### config.mk
export PLATFORM = sky130hd
export DESIGN_NAME = mem_port_arbiter
export DESIGN_NICKNAME = d
export VERILOG_FILES = /design/src/rtl/mem_port_arbiter_pkg.sv /design/src/rtl/mem_port_arbiter_picker.sv /design/src/rtl/mem_port_arbiter.sv
export SDC_FILE = /design/constraint.sdc
export NUM_CORES = 1
export LEC_CHECK = 0
export ABC_AREA = 1
export CAP_MARGIN = 20
export CORE_AREA = 2 2 166 168
export CTS_CLUSTER_SIZE = 28
export DETAILED_ROUTE_END_ITERATION = 8
export DIE_AREA = 0 0 168 170
export PLACE_DENSITY = 0.54
export SLEW_MARGIN = 20
export SYNTH_ARGS = -nofsm -noshare
export SYNTH_HDL_FRONTEND = slang
export SYNTH_SLANG_ARGS = --single-unit
### constraint.sdc
create_clock -name clk -period 1.7 [get_ports clk]
set_clock_uncertainty 0.15 [all_clocks]
set_input_delay 0.34 -clock clk [delete_from_list [all_inputs] [get_ports clk]]
set_output_delay 0.34 -clock clk [all_outputs]
set_load 0.03 [all_outputs]
### src/rtl/mem_port_arbiter_pkg.sv
// Shared types and helpers for the data-memory port arbiter.
package mem_port_arbiter_pkg;

  // Port ownership state.
  typedef enum logic [0:0] {
    FREE  = 1'b0,
    OWNED = 1'b1
  } arb_state_t;

  // Wrap-aware age compare: a is older than b when (a - b) mod 2**width has
  // its top bit set. The low `width` bits of a 32-bit difference are the
  // same as the modular difference, so only bit width-1 needs inspecting.
  function automatic logic issue_id_older(input logic [31:0] a,
                                          input logic [31:0] b,
                                          input int unsigned width);
    logic [31:0] diff;
    logic [31:0] shifted;
    diff    = a - b;
    shifted = diff >> (width - 32'd1);
    return shifted[0];
  endfunction

endpackage

### src/rtl/mem_port_arbiter_picker.sv
// Combinational oldest-first picker: among valid requesters, select the one
// with the oldest issue_id; equal ids resolve to the lowest index.
module oldest_first_picker
  import mem_port_arbiter_pkg::*;
#(
  parameter int NUM_SIC  = 4,
  parameter int ID_WIDTH = 4,
  parameter int IDX_W    = (NUM_SIC > 1) ? $clog2(NUM_SIC) : 1
) (
  input  logic [NUM_SIC-1:0]          valid,
  input  logic [NUM_SIC*ID_WIDTH-1:0] ids,
  output logic [NUM_SIC-1:0]          onehot,
  output logic [IDX_W-1:0]            idx,
  output logic                        any
);

  logic                found_s;
  logic [ID_WIDTH-1:0] best_id_s;
  logic [IDX_W-1:0]    best_idx_s;
  logic [ID_WIDTH-1:0] cand_id_s;

  // Linear scan; a later index only replaces the best if strictly older,
  // which gives the lower index the win on equal ids.
  always_comb begin
    found_s    = 1'b0;
    best_id_s  = '0;
    best_idx_s = '0;
    cand_id_s  = '0;
    for (int i = 0; i < NUM_SIC; i++) begin
      cand_id_s = ids[i*ID_WIDTH +: ID_WIDTH];
      if (valid[i] && (!found_s ||
          issue_id_older(32'(cand_id_s), 32'(best_id_s), ID_WIDTH))) begin
        found_s    = 1'b1;
        best_id_s  = cand_id_s;
        best_idx_s = IDX_W'(i);
      end else begin
        found_s    = found_s;
      end
    end
  end

  // One-hot form of the selected index, zero when nobody is valid.
  always_comb begin
    onehot = '0;
    if (found_s) begin
      onehot[best_idx_s] = 1'b1;
    end else begin
      onehot = '0;
    end
  end

  assign idx = best_idx_s;
  assign any = found_s;

endmodule

### src/rtl/mem_port_arbiter.sv
// Data-memory port arbiter: grants the single memory port to the oldest
// requesting SIC, holds it until that owner pulses release, and muxes the
// owner's address/data/commit onto the memory.
module mem_port_arbiter
  import mem_port_arbiter_pkg::*;
#(
  parameter int NUM_SIC  = 4,
  parameter int ID_WIDTH = 4
) (
  input  logic                        clk,
  input  logic                        rst_n,
  input  logic [NUM_SIC-1:0]          req_read,
  input  logic [NUM_SIC-1:0]          req_write,
  input  logic [NUM_SIC*ID_WIDTH-1:0] req_issue_id,
  input  logic [NUM_SIC*32-1:0]       req_addr,
  input  logic [NUM_SIC*32-1:0]       req_wdata,
  input  logic [NUM_SIC-1:0]          req_commit,
  input  logic [NUM_SIC-1:0]          req_release,
  output logic [NUM_SIC-1:0]          grant,
  output logic [31:0]                 rdata_bcast,
  output logic [31:0]                 mem_addr,
  output logic [31:0]                 mem_wdata,
  output logic                        mem_we,
  input  logic [31:0]                 mem_rdata,
  output logic                        busy,
  output logic                        err_bad_release
);

  localparam int IDX_W = (NUM_SIC > 1) ? $clog2(NUM_SIC) : 1;

  arb_state_t         state_q, state_d;
  logic [IDX_W-1:0]   owner_q, owner_d;
  logic [NUM_SIC-1:0] grant_q, grant_d;
  logic               err_q, err_d;

  logic [NUM_SIC-1:0] active_s;
  logic [NUM_SIC-1:0] pick_onehot_s;
  logic [IDX_W-1:0]   pick_idx_s;
  logic               pick_any_s;
  logic               bad_release_s;

  assign active_s = req_read | req_write;

  oldest_first_picker #(
    .NUM_SIC  (NUM_SIC),
    .ID_WIDTH (ID_WIDTH),
    .IDX_W    (IDX_W)
  ) u_picker (
    .valid  (active_s),
    .ids    (req_issue_id),
    .onehot (pick_onehot_s),
    .idx    (pick_idx_s),
    .any    (pick_any_s)
  );

  // Ownership FSM next state plus bad-release detection.
  always_comb begin
    state_d       = state_q;
    owner_d       = owner_q;
    grant_d       = grant_q;
    bad_release_s = 1'b0;
    case (state_q)
      FREE: begin
        // Any release while nobody owns the port is a protocol error.
        bad_release_s = |req_release;
        if (pick_any_s) begin
          state_d = OWNED;
          owner_d = pick_idx_s;
          grant_d = pick_onehot_s;
        end else begin
          grant_d = '0;
        end
      end
      OWNED: begin
        bad_release_s = |(req_release & ~grant_q);
        if (req_release[owner_q]) begin
          state_d = FREE;
          grant_d = '0;
        end else begin
          grant_d = grant_q;
        end
      end
      default: begin
        state_d = FREE;
        owner_d = '0;
        grant_d = '0;
      end
    endcase
    err_d = err_q | bad_release_s;
  end

  // State, owner, grant and sticky error registers.
  always_ff @(posedge clk or negedge rst_n) begin
    if (!rst_n) begin
      state_q <= FREE;
      owner_q <= '0;
      grant_q <= '0;
      err_q   <= 1'b0;
    end else begin
      state_q <= state_d;
      owner_q <= owner_d;
      grant_q <= grant_d;
      err_q   <= err_d;
    end
  end

  // AND-OR mux of the owner's data path; grant_q is zero unless OWNED, so
  // non-owners can never reach the memory.
  always_comb begin
    mem_addr  = 32'h0000_0000;
    mem_wdata = 32'h0000_0000;
    mem_we    = 1'b0;
    for (int i = 0; i < NUM_SIC; i++) begin
      mem_addr  = mem_addr  | (req_addr[i*32 +: 32]  & {32{grant_q[i]}});
      mem_wdata = mem_wdata | (req_wdata[i*32 +: 32] & {32{grant_q[i]}});
      mem_we    = mem_we | (grant_q[i] & req_write[i] & req_commit[i]);
    end
  end

  assign grant           = grant_q;
  assign busy            = (state_q == OWNED);
  assign err_bad_release = err_q;
  assign rdata_bcast     = mem_rdata;

endmodule
======== Word level (Yosys, flattened, before mapping) ========
Cells that the tools add are included.
storage, ports and cells
  word-level logic and storage cells ...... 75
  register bits after elaboration ......... 8
  output and inout port bits .............. 103
  input bits .............................. 322
cells by class
  reductions and logical operators ........ 13
  add/sub/neg operators ................... 3
  bitwise gates (word level) .............. 30
  muxes and demuxes ....................... 21
  eq/ne operators ......................... 1
  order comparisons ....................... 3
operators by type and width
  cell                                                               count
  bitwise AND 32 bit                                                 8
  bitwise OR 32 bit                                                  6
  two-way mux 4 bit                                                  5
  subtractor 4 bit                                                   3
  two-way mux 1 bit                                                  9
  bitwise AND 1 bit                                                  8
  case mux 4 bit (2 select lines)                                    1
  OR reduction 4 bit                                                 2
  < comparator 2 x 3 -> 1 bit, second input constant                 2
  bitwise AND 4 bit                                                  1
  logical AND 1 bit                                                  4
  two-way mux 2 bit                                                  2
  inverter 4 bit                                                     1
  bitwise OR 1 bit                                                   4
  bitwise OR 4 bit                                                   1
  case mux 1 bit (2 select lines)                                    2
  zero test 1 bit                                                    3
  logical OR 1 bit                                                   3
  binary-select mux 1 bit (select 2 bit)                             1
  demux 1 bit (select 2 bit)                                         1
  greater-or-equal comparator 2 x 1 -> 1 bit, second input constant  1
  != test 2 x 1 -> 1 bit, second input constant                      1
  AND reduction 2 bit                                                1
  inverter 1 bit                                                     1

======== Logic depth before layout (Yosys ltp) ========
  word-level depth ........................ 20
  gate-level depth with buffers ........... 35
  gate-level depth less buffers ........... 35

======== Cells and area by module ========
A second synthesis with hierarchy kept.
second synthesis, totals
  cells, all modules ...................... 538
  area total of the unflattened synthesis .. 3164.3 sq um
by module, submodules not included
  module               times used  area each (sq um)  cells each  sequential area each (sq um)
  mem_port_arbiter     1           2590.0             440         200.2
  oldest_first_picker  1           574.3              98          0.0

======== Least setup slack after synthesis ========
Ideal clock, no wire load.
  kind .................................... input-to-reg
  start point ............................. input req_read[0]
  end point ............................... register owner_q[0]
  stages on the path ...................... 27
  data arrival time ....................... 3.290 ns
  path slack .............................. -1.856 ns
  cells stage by stage .................... inv_1 -> nand2_4 -> nand2_1 -> ha_1 -> a21oi_1 -> nand3_2 -> nand3_4 -> nand2_4 -> o21ai_0 -> ha_1 -> a21oi_1 -> nand2_1 -> nand2_1 -> nand2_1 -> nand2_2 -> nand2_4 -> nand2_1 -> o21ai_0 -> ha_1 -> a21oi_1 -> nand2_1 -> nand2_1 -> nand3_2 -> nand2_4 -> nand2_1 -> nand2_1 -> nand2_1
on the way
  word-level cells in the longest chain between the ends .. 15
  elaborated cells between the ends (all ways) .. 24
ends and longest elaborated chain
  item                                                           RTL line                                                   text
  start, declared                                                mem_port_arbiter.sv:12                                     input logic [NUM_SIC-1:0] req_read,
  bitwise OR 4 bit *                                             mem_port_arbiter.sv:42                                     assign active_s = req_read | req_write;
  two-way mux 4 bit / two-way mux 1 bit (equally long branches)  mem_port_arbiter_picker.sv:31                              if (valid[i] && (!found_s ||
  subtractor 4 bit / zero test 1 bit (equally long branches)     mem_port_arbiter_pkg.sv:18, mem_port_arbiter_picker.sv:31
  logical OR 1 bit                                               mem_port_arbiter_picker.sv:31
  logical AND 1 bit                                              mem_port_arbiter_picker.sv:31
  two-way mux 4 bit / two-way mux 1 bit (equally long branches)  mem_port_arbiter_picker.sv:31
  subtractor 4 bit / zero test 1 bit (equally long branches)     mem_port_arbiter_pkg.sv:18, mem_port_arbiter_picker.sv:31
  logical OR 1 bit                                               mem_port_arbiter_picker.sv:31
  logical AND 1 bit                                              mem_port_arbiter_picker.sv:31
  two-way mux 4 bit / two-way mux 1 bit (equally long branches)  mem_port_arbiter_picker.sv:31
  subtractor 4 bit / zero test 1 bit (equally long branches)     mem_port_arbiter_pkg.sv:18, mem_port_arbiter_picker.sv:31
  logical OR 1 bit                                               mem_port_arbiter_picker.sv:31
  logical AND 1 bit                                              mem_port_arbiter_picker.sv:31
  two-way mux 1 bit                                              mem_port_arbiter_picker.sv:31
  AND reduction 2 bit (no source line)                           -
  end signal, assigned                                           mem_port_arbiter.sv:101                                    owner_q <= owner_d;
  end, declared                                                  mem_port_arbiter.sv:32                                     logic [IDX_W-1:0] owner_q, owner_d;
Every way passes the cells marked *; elsewhere a longest branch is shown, timed or not.
A chain may end at the register's enable or synchronous reset.

======== Worst setup path in the final report ========
Same ends and word-level chain as after synthesis.

==> impl_summary.md <==
Status
The run finished, with violations left. The final reports fail on negative setup slack.

Die
The floorplan row count is 60. The number of I/O pins is 425. The floorplan die area is 28600 um2. From left edge to right edge, the die measures 168 um. The core region is 26700 um2. Measured along the y axis, the die boundary spans 170 um. For this configuration, the core starts out at a cell density of 0.0993.

STA
The maximum achievable frequency is 306 MHz. Headroom to the max-slew limit came out at 0.759. The final worst-path cycle share is 1.92.

In the final timing run, aggregate negative setup slack is -24.48 ns. The final count of pins violating max slew is 0. The smallest clock period supported by the final layout is computed as 3.27 ns. The number of endpoints with negative hold slack in the final report was 0. Setup repair after global routing could not meet its margin everywhere.

The slew at the pin closest to its max-slew limit is 0.361 ns. Setup violations remaining at the end of the flow were counted as 73. The setup slack after layout is -1.57 ns.

Worst setup path
The largest driver fanout on the critical path is 6. The cell with the biggest individual delay on the critical path is ha_1. In this run the critical register-to-register path is captured at err_bad_release.

The kind of launch point of the worst setup path is an input port. At the worst endpoint, the required time is 1.67 ns. For this run, the slowest stage of the critical path takes 0.31 ns. The critical path start-end classification is in2reg. The depth of the most critical reg-to-reg path is 6. The worst register-to-register path begins at grant[3]. The worst register-to-register path has a setup slack of 0.25 ns. The critical path ends at owner_q[0]. STA classifies the critical path endpoint as a flip-flop. The critical path launch point is req_read[0]. For the worst setup path, the data arrival time is 3.25 ns. The most frequent cell on the critical path is nand2_1.

Logic synthesis
Summed over all instances, the cell type with the most area after synthesis is nand2_1. The distinct cell type count of the synthesized netlist is 23. In this run the cell area of the synthesized design comes to 2650 um2. The post-synthesis sequential area ratio is 0.0757. The main flop type after synthesis is dfrtp_1.

The yosys synthesis warning count is 0. The share of synthesized flip-flops with an asynchronous set or reset is 1.00. The share of synthesized area in the top cell type comes to 0.427.

The number of enable-type register cells in the synthesized netlist is 0. By count the netlist is led by nand2_1, nand4_1, buf_4. The synthesis-stage register bit count is 8. The mean instance size in the synthesized netlist is 5.01 um2. Ranked by total cell area, the synthesized netlist is headed by nand2_1, nand4_1, buf_4. In the synthesized netlist, the number of instances is 528. The library cell with the highest instance count after synthesis is nand2_1. Counting every net in the synthesized netlist gives 856.

Routing
The number of nets with antenna violations after detailed routing is 0. The first detailed-routing pass took 4 iterations. The final route contains 4941 vias. Wires add up to 21.4 mm. In the final routed layout, each cell accounts on average for 17.1 um. The number of DRC markers after the initial detailed-route iteration is 144. For this run, design rule violations remaining after detail routing come to 0.

Using the TritonRoute via totals, the vias-per-cell ratio works out to 3.96.

Layout
After the last flow step, the layout net total stands at 1235. In the final layout, the share of cells above drive strength 1 is 0.343. The final cell count without fillers is 1249.

Measured on the finished design, the core utilization comes to 0.316. Relative to the synthesized area, the layout overhead comes to 218%.

Clock network
The clock transition at the registers of the reported paths is 0.04 ns. The clock root buffer is clkbuf_16. The later pin in the worst-skew pair is clocked with a latency of 0.24 ns.

The TritonCTS clock tree is built. The TritonCTS buffer count is 3. Hold repair after CTS inserted 0 buffers. The H-tree depth reported by CTS is 1. No sink is reached through more buffers than the 2 on the longest clock path. The total number of clock tree sinks is 8.

Global routing
The first global-routing pass estimated 29.8 mm of wire. The number of antenna violations at the first check in global routing is 2. The total overflow left after global routing is 0. The global-route usage over all layers is 0.138. The maximum number of pins on one net before global-route repair is 36. The number of global-route vias before repair is 5072.

Place
Routability-driven placement finished with a final weighted congestion of 0.756. Summed over all nets, the half-perimeter wirelength after detailed placement is 14.6 mm. The port buffer count is 360. The total instance count after detailed placement is 1205.

Power and ir drop
The total leakage power is 3.73 nW. The power per cell area is 1510 nW/um2. The largest voltage drop on the vdd net is 0.529 mV.

Hold path
The tightest min-delay check is of the in2async type.

Job
Max-cap violations in this run came to 0.
sequential cells by signal, indices dropped and copies added (netlist names):
register         flops
owner_q              2
grant                4
busy                 1
err_bad_release      1
worst max-delay path, delay by kind of cell:
family / cells / cell delay [ns]
simple gates: 23 / 1.60
fa+ha+maj: 2 / 0.52
buf+inv: 6 / 0.59
compound gates: 2 / 0.20
what timing repair did:
item | CTS | global route
gates resized for setup | 235 | 91
pin swaps | 85 | 50
endpoints found under the setup margin | 70 | 74
cloned | 18 | 0
hold endpoints to repair | 0 | 0
setup buffers | 23 | 5
kinds of logic after synthesis:
kind of cell    share of synthesized area
fa+ha+maj                          0.0284
simple gates                        0.693
buf+inv                             0.169
compound gates                     0.0340
flops                              0.0756
through the flow:
stage	instance area [um2]	hold slack, ns	setup WS (ns)	total power, mW
6_report	8430	0.235	-1.57	12.7
5_1_grt	8420	0.275	-1.83	13.4
4_1_cts	8230	0.249	-1.61	12.9
3_5_place_dp	6700	0.339	-2.43	8.57
3_3_place_gp	6700	0.333	-2.35	8.53
2_1_floorplan	2760	-0.106	-1.66	4.83
layout by cell type, fill, tap and decap left out, drive strengths merged, types with 4 or more instances in the layout:
cell           count
a21oi              5
buf              146
clkbuf             8
clkdlybuf4s50    279
dfrtp              8
dlymetal6s2s       4
ha                 6
inv               26
nand2            310
nand3             28
nand4             66
nor2               5
o21ai              8
where the power goes:
group          internal, mW  switching (mW)
sequential            0.283          0.0924
clock                 0.313          0.0991
combinational          5.65            6.26
area by class of cell:
cell class,instances,area (um2)
Fill cell,2838,18200
Timing Repair Buffer,435,4860
Multi-Input combinational cell,433,2730
Tap cell,341,427
Sequential cell,8,210
Inverter,26,115
Clock buffer,4,78.8
Antenna cell,2,5.00
per-layer routing:
layer  part of all wire  global-route usage
met5                  0                   0
met4              0.024              0.0431
met3              0.070              0.0312
met2               0.52               0.261
met1               0.38               0.154
worst min-delay path by stage:
stage	cells after the start	startpoint	end	slack (ns)
6_report	1	rst_n	owner_q[1]	0.23
5_1_grt	1	rst_n	grant[2]	0.27
4_1_cts	1	rst_n	owner_q[1]	0.25
3_5_place_dp	2	err_bad_release	err_bad_release	0.34
3_3_place_gp	2	err_bad_release	err_bad_release	0.33
2_1_floorplan	0	rst_n	busy	-0.11
(Power assumes the default switching activity.)
